File: src/rtl/instruction_execute.sv
// Execute stage: ALU, multiply(-accumulate) and address generation, plus the
// cycle sequencing of write-back enables and the memory transaction type.
module instruction_execute (
  input  logic        clk,
  input  logic        rst,
  input  logic        exec_i,
  input  logic [3:0]  dest_i,
  input  logic        write_dest_do_i,
  input  logic        write_dest_m_i,
  input  logic        write_cpsr_i,
  input  logic [31:0] do_cycle_i,
  input  logic [31:0] m_ma_cycle_i,
  input  logic [31:0] a_i,
  input  logic [31:0] b_i,
  input  logic [31:0] c_i,
  input  logic [31:0] d_i,
  input  logic [3:0]  opcode_i,
  input  logic [2:0]  type_i,
  input  logic [31:0] cpsr_i,
  output logic [3:0]  dest_o,
  output logic        write_dest_do_o,
  output logic        write_dest_m_o,
  output logic        write_cpsr_o,
  output logic        write_o,
  output logic [1:0]  trans_o,
  output logic [31:0] result_o,
  output logic [63:0] m_result_o
);

  function automatic logic [31:0] alu_op(input logic [3:0] op, input logic [31:0] a,
                                         input logic [31:0] b, input logic cf);
    logic [31:0] nc;
    nc = {31'd0, ~cf};
    case (op)
      4'h0:    alu_op = a & b;
      4'h1:    alu_op = a ^ b;
      4'h2:    alu_op = a - b;
      4'h3:    alu_op = b - a;
      4'h4:    alu_op = a + b;
      4'h5:    alu_op = a + b + {31'd0, cf};
      4'h6:    alu_op = a - b - nc;
      4'h7:    alu_op = b - a - nc;
      4'h8:    alu_op = a & b;
      4'h9:    alu_op = a ^ b;
      4'hA:    alu_op = a - b;
      4'hB:    alu_op = a + b;
      4'hC:    alu_op = a | b;
      4'hD:    alu_op = b;
      4'hE:    alu_op = a & ~b;
      4'hF:    alu_op = ~b;
      default: alu_op = 32'd0;
    endcase
  endfunction

  logic [31:0] cyc_r, cyc_s, last_s;
  logic [2:0]  type_r, type_s;
  logic        wdo_r, wdo_s, wm_r, wm_s, wc_r, wc_s;
  logic [31:0] do_cyc_r, do_cyc_s, m_cyc_r, m_cyc_s;
  logic [31:0] mul32_s, res_s;
  logic [63:0] umul_s, smul_s, mres_s;
  logic        nop_s, mem_s, do_hit_s, m_hit_s;

  // Datapath results for the instruction presented this cycle
  always_comb begin
    mul32_s = a_i * b_i + c_i;
    umul_s  = {32'd0, a_i} * {32'd0, b_i} + {d_i, c_i};
    smul_s  = {{32{a_i[31]}}, a_i} * {{32{b_i[31]}}, b_i} + {d_i, c_i};
    res_s   = 32'd0;
    mres_s  = 64'd0;
    case (type_i)
      3'd0, 3'd4, 3'd5: res_s = alu_op(opcode_i, a_i, b_i, cpsr_i[29]);
      3'd1: begin
        res_s  = mul32_s;
        mres_s = {32'd0, mul32_s};
      end
      3'd2: begin
        mres_s = umul_s;
        res_s  = umul_s[31:0];
      end
      3'd3: begin
        mres_s = smul_s;
        res_s  = smul_s[31:0];
      end
      default: begin
        res_s  = 32'd0;
        mres_s = 64'd0;
      end
    endcase
  end

  // Next cycle count and next latched instruction attributes
  always_comb begin
    last_s = 32'd1;
    if (do_cyc_r > last_s) last_s = do_cyc_r;
    else last_s = last_s;
    if (m_cyc_r > last_s) last_s = m_cyc_r;
    else last_s = last_s;

    if (exec_i) cyc_s = 32'd1;
    else if (cyc_r == 32'd0) cyc_s = 32'd0;
    else if (cyc_r == last_s) cyc_s = 32'd0;
    else cyc_s = cyc_r + 32'd1;

    if (exec_i) begin
      type_s   = type_i;
      wdo_s    = write_dest_do_i;
      wm_s     = write_dest_m_i;
      wc_s     = write_cpsr_i;
      do_cyc_s = do_cycle_i;
      m_cyc_s  = m_ma_cycle_i;
    end else begin
      type_s   = type_r;
      wdo_s    = wdo_r;
      wm_s     = wm_r;
      wc_s     = wc_r;
      do_cyc_s = do_cyc_r;
      m_cyc_s  = m_cyc_r;
    end

    nop_s    = (type_s[2:1] == 2'b11);
    mem_s    = (type_s == 3'd4) || (type_s == 3'd5);
    do_hit_s = (cyc_s != 32'd0) && (cyc_s == do_cyc_s) && !nop_s;
    m_hit_s  = (cyc_s != 32'd0) && (cyc_s == m_cyc_s) && !nop_s;
  end

  // State and registered outputs; pulses are computed from the next cycle count
  always_ff @(posedge clk) begin
    if (rst) begin
      cyc_r           <= 32'd0;
      type_r          <= 3'd0;
      wdo_r           <= 1'b0;
      wm_r            <= 1'b0;
      wc_r            <= 1'b0;
      do_cyc_r        <= 32'd0;
      m_cyc_r         <= 32'd0;
      dest_o          <= 4'd0;
      result_o        <= 32'd0;
      m_result_o      <= 64'd0;
      write_dest_do_o <= 1'b0;
      write_dest_m_o  <= 1'b0;
      write_cpsr_o    <= 1'b0;
      write_o         <= 1'b0;
      trans_o         <= 2'b00;
    end else begin
      cyc_r           <= cyc_s;
      type_r          <= type_s;
      wdo_r           <= wdo_s;
      wm_r            <= wm_s;
      wc_r            <= wc_s;
      do_cyc_r        <= do_cyc_s;
      m_cyc_r         <= m_cyc_s;
      if (exec_i) begin
        dest_o     <= dest_i;
        result_o   <= res_s;
        m_result_o <= mres_s;
      end else begin
        dest_o     <= dest_o;
        result_o   <= result_o;
        m_result_o <= m_result_o;
      end
      write_dest_do_o <= do_hit_s && wdo_s;
      write_cpsr_o    <= do_hit_s && wc_s;
      write_dest_m_o  <= m_hit_s && wm_s;
      // Only loads/stores issue a data access; everything else is a fetch
      if (m_hit_s && mem_s) begin
        trans_o <= 2'b10;
        write_o <= (type_s == 3'd5);
      end else begin
        trans_o <= 2'b11;
        write_o <= 1'b0;
      end
    end
  end

endmodule

File: config.mk
export PLATFORM = sky130hd
export DESIGN_NAME = instruction_execute
export DESIGN_NICKNAME = d
export VERILOG_FILES = /design/src/rtl/instruction_execute.sv
export SDC_FILE = /design/constraint.sdc
export NUM_CORES = 2
export LEC_CHECK = 0
export CORE_MARGIN = 5
export CORE_UTILIZATION = 25
export CTS_BUF_LIST = sky130_fd_sc_hd__clkbuf_16
export DETAILED_ROUTE_END_ITERATION = 12
export PLACE_DENSITY = 0.51
export SLEW_MARGIN = 0
export SYNTH_ARGS = -nofsm -noshare
export SYNTH_HDL_FRONTEND = slang
export SYNTH_SLANG_ARGS = --single-unit
File: constraint.sdc
create_clock -name clk -period 20.5 [get_ports clk]
set_input_delay 2.05 -clock clk [delete_from_list [all_inputs] [get_ports clk]]
set_output_delay 2.05 -clock clk [all_outputs]
set_load 0.02 [all_outputs]
==> flow_summary.toml <==
[clocking]
htreeDepth = 1
hold_buffers = 0
cts_resized = 0
path_clk_slew_ns = 0.06
clock_sinks = 208
post_cts.repair.setup_buffers = 0
cts_buffers = 29
cts_buffer_depth = 3
cts_root_buf = "clkbuf_16"
cts_tree = "built"
clk_latency_ns = 0.67

[sta]
finClkSkew_ns = 0.01568
finalCritPeriodShare_pct = 59.86
setup_viol = 0
max_freq_mhz = 81.49
timing.hold.ws_ns = 0.4613
hold_viol = 0
worstMarginPinSlew_ns = 1.337
rsz0062_at_grt = "false"
slew_violations = 0
layout_min_cycle_time_ns = 12.27
slew_headroom_pct = 10.49
setup_tns_ns = 0

[yosys]
ys_warn_count = 0
synth_edf_count = 0
ys_seq_area_share_pct = 5.748
synth_area_mm2 = 0.07244
yosys.area_share.simple_pct = 13.02
synthCells = 8462
syn_nets = 10765
avgSynthCellArea_um2 = 8.561
synth-compound-area-share_pct = 11.31
synth_fa_ha_area_share_pct = 51.50
async_flop_share_pct = 0
muxShareOfSynthArea_pct = 1.332
synth_cell_type_count = 100
synth_top_family_by_area = "adder cells"
synth-xor-area-share_pct = 5.416
synth_ff_type = "dfxtp_1"
synth_seq_cells = 208

[floorplan]
die_y_um = 548.3
dieArea_mm2 = 0.3006
ioPinCount = 347
num_rows = 197
start_util_pct = 25.12
core-area_mm2 = 0.2884
fp.dieW_um = 548.3

[finish]
final_nets = 10854
post-route-util_pct = 28.07
syn_to_final_growth_pct = 11.75
drive_gt1_share_pct = 3.592
fillers = 30912

[grt]
grt_max_degree = 92
grt_pass1_vias = 64442
grt_use_total_pct = 19.84
antenna_found_initial = 27
grt_pass1_wl_mm = 446.7
grt_overflow_total = 0

[status]
status = "finished, final reports clean"

[placement]
dp_hpwl_mm = 256.3
numPortBuffers = 315
globalplace.congestion = 0.9293

[worst_setup_path]
rr_worst_depth = 19
crit_path_start_kind = "primary input"
r2r_end = "write_dest_do_o$_SDFF_PP0_"
worst_ep_required_time_ns = 21.02
crit_top_cell = "fa_1"
worst-path-max-fanout = 25
timing.rr.start = "do_cyc_r[18]$_SDFF_PP0_"
endpoint_kind = "flip-flop"
slowest_stage = "nor3b_1"
worstPathArrival_ns = 12.79
r2r_setup_slack_ns = 13.41
critical_path.max_stage_delay_ns = 1.07
worst-setup-path-type = "in2reg"

[route]
num_vias = 60682
ant_nets = 0
routed_wl_mm = 301.7
dr.pass1.iters = 8
avgRoutedWirePerCell_um = 24.41
route.detailed.drc = 0
viasPerCell = 4.909
drt_iter0_markers = 4972

[min_path]
worstHoldEndpoint = "result_o[25]$_SDFFE_PP0P_"
min_from = "result_o[25]$_SDFFE_PP0P_"
min_path_type = "reg2reg"
min_path_cells = 1

[flow_run]
cap_violations = 0
through the flow:
step / cells / instance area (um^2) / setup slack [ns]
after floorplan: 8462 / 72440 / 8.154
after global placement: 12301 / 79870 / 7.781
after detailed placement: 12301 / 79870 / 7.781
after CTS: 12355 / 80940 / 8.466
after global routing: 12359 / 80950 / 7.888
final: 12361 / 80960 / 8.228
critical path, delay by kind of cell:
kind            cells  cell delay, ns
simple gates        3            1.36
fa+ha+maj           9            4.35
compound gates     10            3.30
buf+inv             7            1.61
logic make-up (layout without fill, tap and decap cells):
group | Yosys count | count (layout)
AO/OA/AOI/OAI | 1239 | 1239
XOR/XNOR | 448 | 448
adder cells (fa/ha/maj) | 2062 | 2062
buffers and inverters | 2247 | 2359
flip-flops | 208 | 208
multiplexers | 94 | 94
other | 0 | 6
AND/OR/NAND/NOR | 2164 | 2164
registers in the layout, summed over array words and instances (netlist names):
| name | flops |
|---|---|
| cyc_r | 32 |
| dest_o | 4 |
| do_cyc_r | 32 |
| m_cyc_r | 32 |
| m_result_o | 64 |
| result_o | 32 |
| trans_o | 2 |
| type_r | 3 |
| wc_r | 1 |
| wdo_r | 1 |
| wm_r | 1 |
| write_cpsr_o | 1 |
| write_dest_do_o | 1 |
| write_dest_m_o | 1 |
| write_o | 1 |
metal layers:
metal	vias up	GRT usage [%]	routed length (um)
li1	26604	-	-
met2	2389	31.69	136000
met4	14	6.277	11200
met5	-	0	77
met1	31289	27.53	133900
met3	386	3.065	20530
worst max-delay path by stage:
stage	start	end	slack (ns)	cells after the start
2_1_floorplan	a_i[31]	m_result_o[57]$_SDFFE_PP0P_	8.15	30
3_3_place_gp	b_i[0]	m_result_o[54]$_SDFFE_PP0P_	7.78	32
3_5_place_dp	b_i[0]	m_result_o[54]$_SDFFE_PP0P_	7.78	32
4_1_cts	b_i[0]	m_result_o[54]$_SDFFE_PP0P_	8.47	32
5_1_grt	b_i[0]	m_result_o[52]$_SDFFE_PP0P_	7.89	31
6_report	a_i[12]	m_result_o[36]$_SDFFE_PP0P_	8.23	29
synth_stat cells, drive strengths merged, types with 11 or more instances:
| library cell | number | area (um^2) |
|---|---|---|
| a32oi | 33 | 289.0 |
| inv | 1821 | 6835 |
| nand2b | 37 | 231.5 |
| nand3 | 100 | 505.5 |
| nor4 | 58 | 384.1 |
| dfxtp | 208 | 4164 |
| a211o | 11 | 96.34 |
| or3 | 27 | 173.9 |
| nor2b | 41 | 264.0 |
| xnor2 | 318 | 2785 |
| buf | 99 | 395.4 |
| a21oi | 332 | 1669 |
| a21o | 90 | 675.7 |
| a31oi | 37 | 231.5 |
| clkbuf | 310 | 1164 |
| nor2 | 601 | 2256 |
| o221ai | 61 | 546.8 |
| o21a | 24 | 180.2 |
| a211oi | 68 | 515.5 |
| ha | 529 | 6619 |
| o31ai | 30 | 225.2 |
| and3 | 23 | 143.9 |
| or2 | 21 | 131.4 |
| o211ai | 28 | 210.2 |
| a221oi | 39 | 341.6 |
| o21bai | 25 | 187.7 |
| nor3b | 11 | 82.58 |
| mux2i | 84 | 840.8 |
| fa | 1533 | 30690 |
| nor3 | 93 | 480.5 |
| o22ai | 49 | 306.5 |
| and2 | 20 | 125.1 |
| a22oi | 42 | 315.3 |
| clkinv | 17 | 63.81 |
| nand4 | 56 | 350.3 |
| xor2 | 130 | 1139 |
| and4 | 12 | 105.1 |
| a221o | 11 | 110.1 |
| a21boi | 14 | 105.1 |
| o21ai | 242 | 1226 |
| nand2 | 1024 | 3844 |
cells in the final DEF, fill, tap and decap left out, types with 30 or more instances in the layout:
cell type,netlist,layout
nand4_1,56,56
mux2i_1,84,84
nor4_1,56,55
a32oi_1,33,33
o21ai_0,231,231
clkdlybuf4s50_1,0,288
a211oi_1,67,67
nor3_1,90,88
ha_1,529,529
xor2_1,130,130
a21o_1,90,90
nand3_1,99,98
o31ai_1,30,30
a221oi_1,39,39
o22ai_1,49,49
dfxtp_1,208,208
nand2_1,1024,1024
fa_1,1533,1533
nor2_1,601,595
nand2b_1,37,37
a22oi_1,42,42
buf_4,2,152
a31oi_1,37,37
xnor2_1,318,317
inv_1,1816,1817
nor2b_1,40,39
o221ai_1,59,59
a21oi_1,330,330
layout make-up:
type                       instances  area (um^2)  area share (%)
antenna                            6        15.01         0.01855
tap                             3781         4731           5.843
inverter                        1838         6899           8.522
clock inverter                    25        349.1          0.4312
timing repair buffer             467         4175           5.157
sequential                       208         4164           5.143
clock buffer                      29        725.7          0.8964
multi-input combinational       6007        59900           73.99
Power is not shown: default switching activity piles up to over one toggle a cycle in this logic, so the estimate is an artifact.
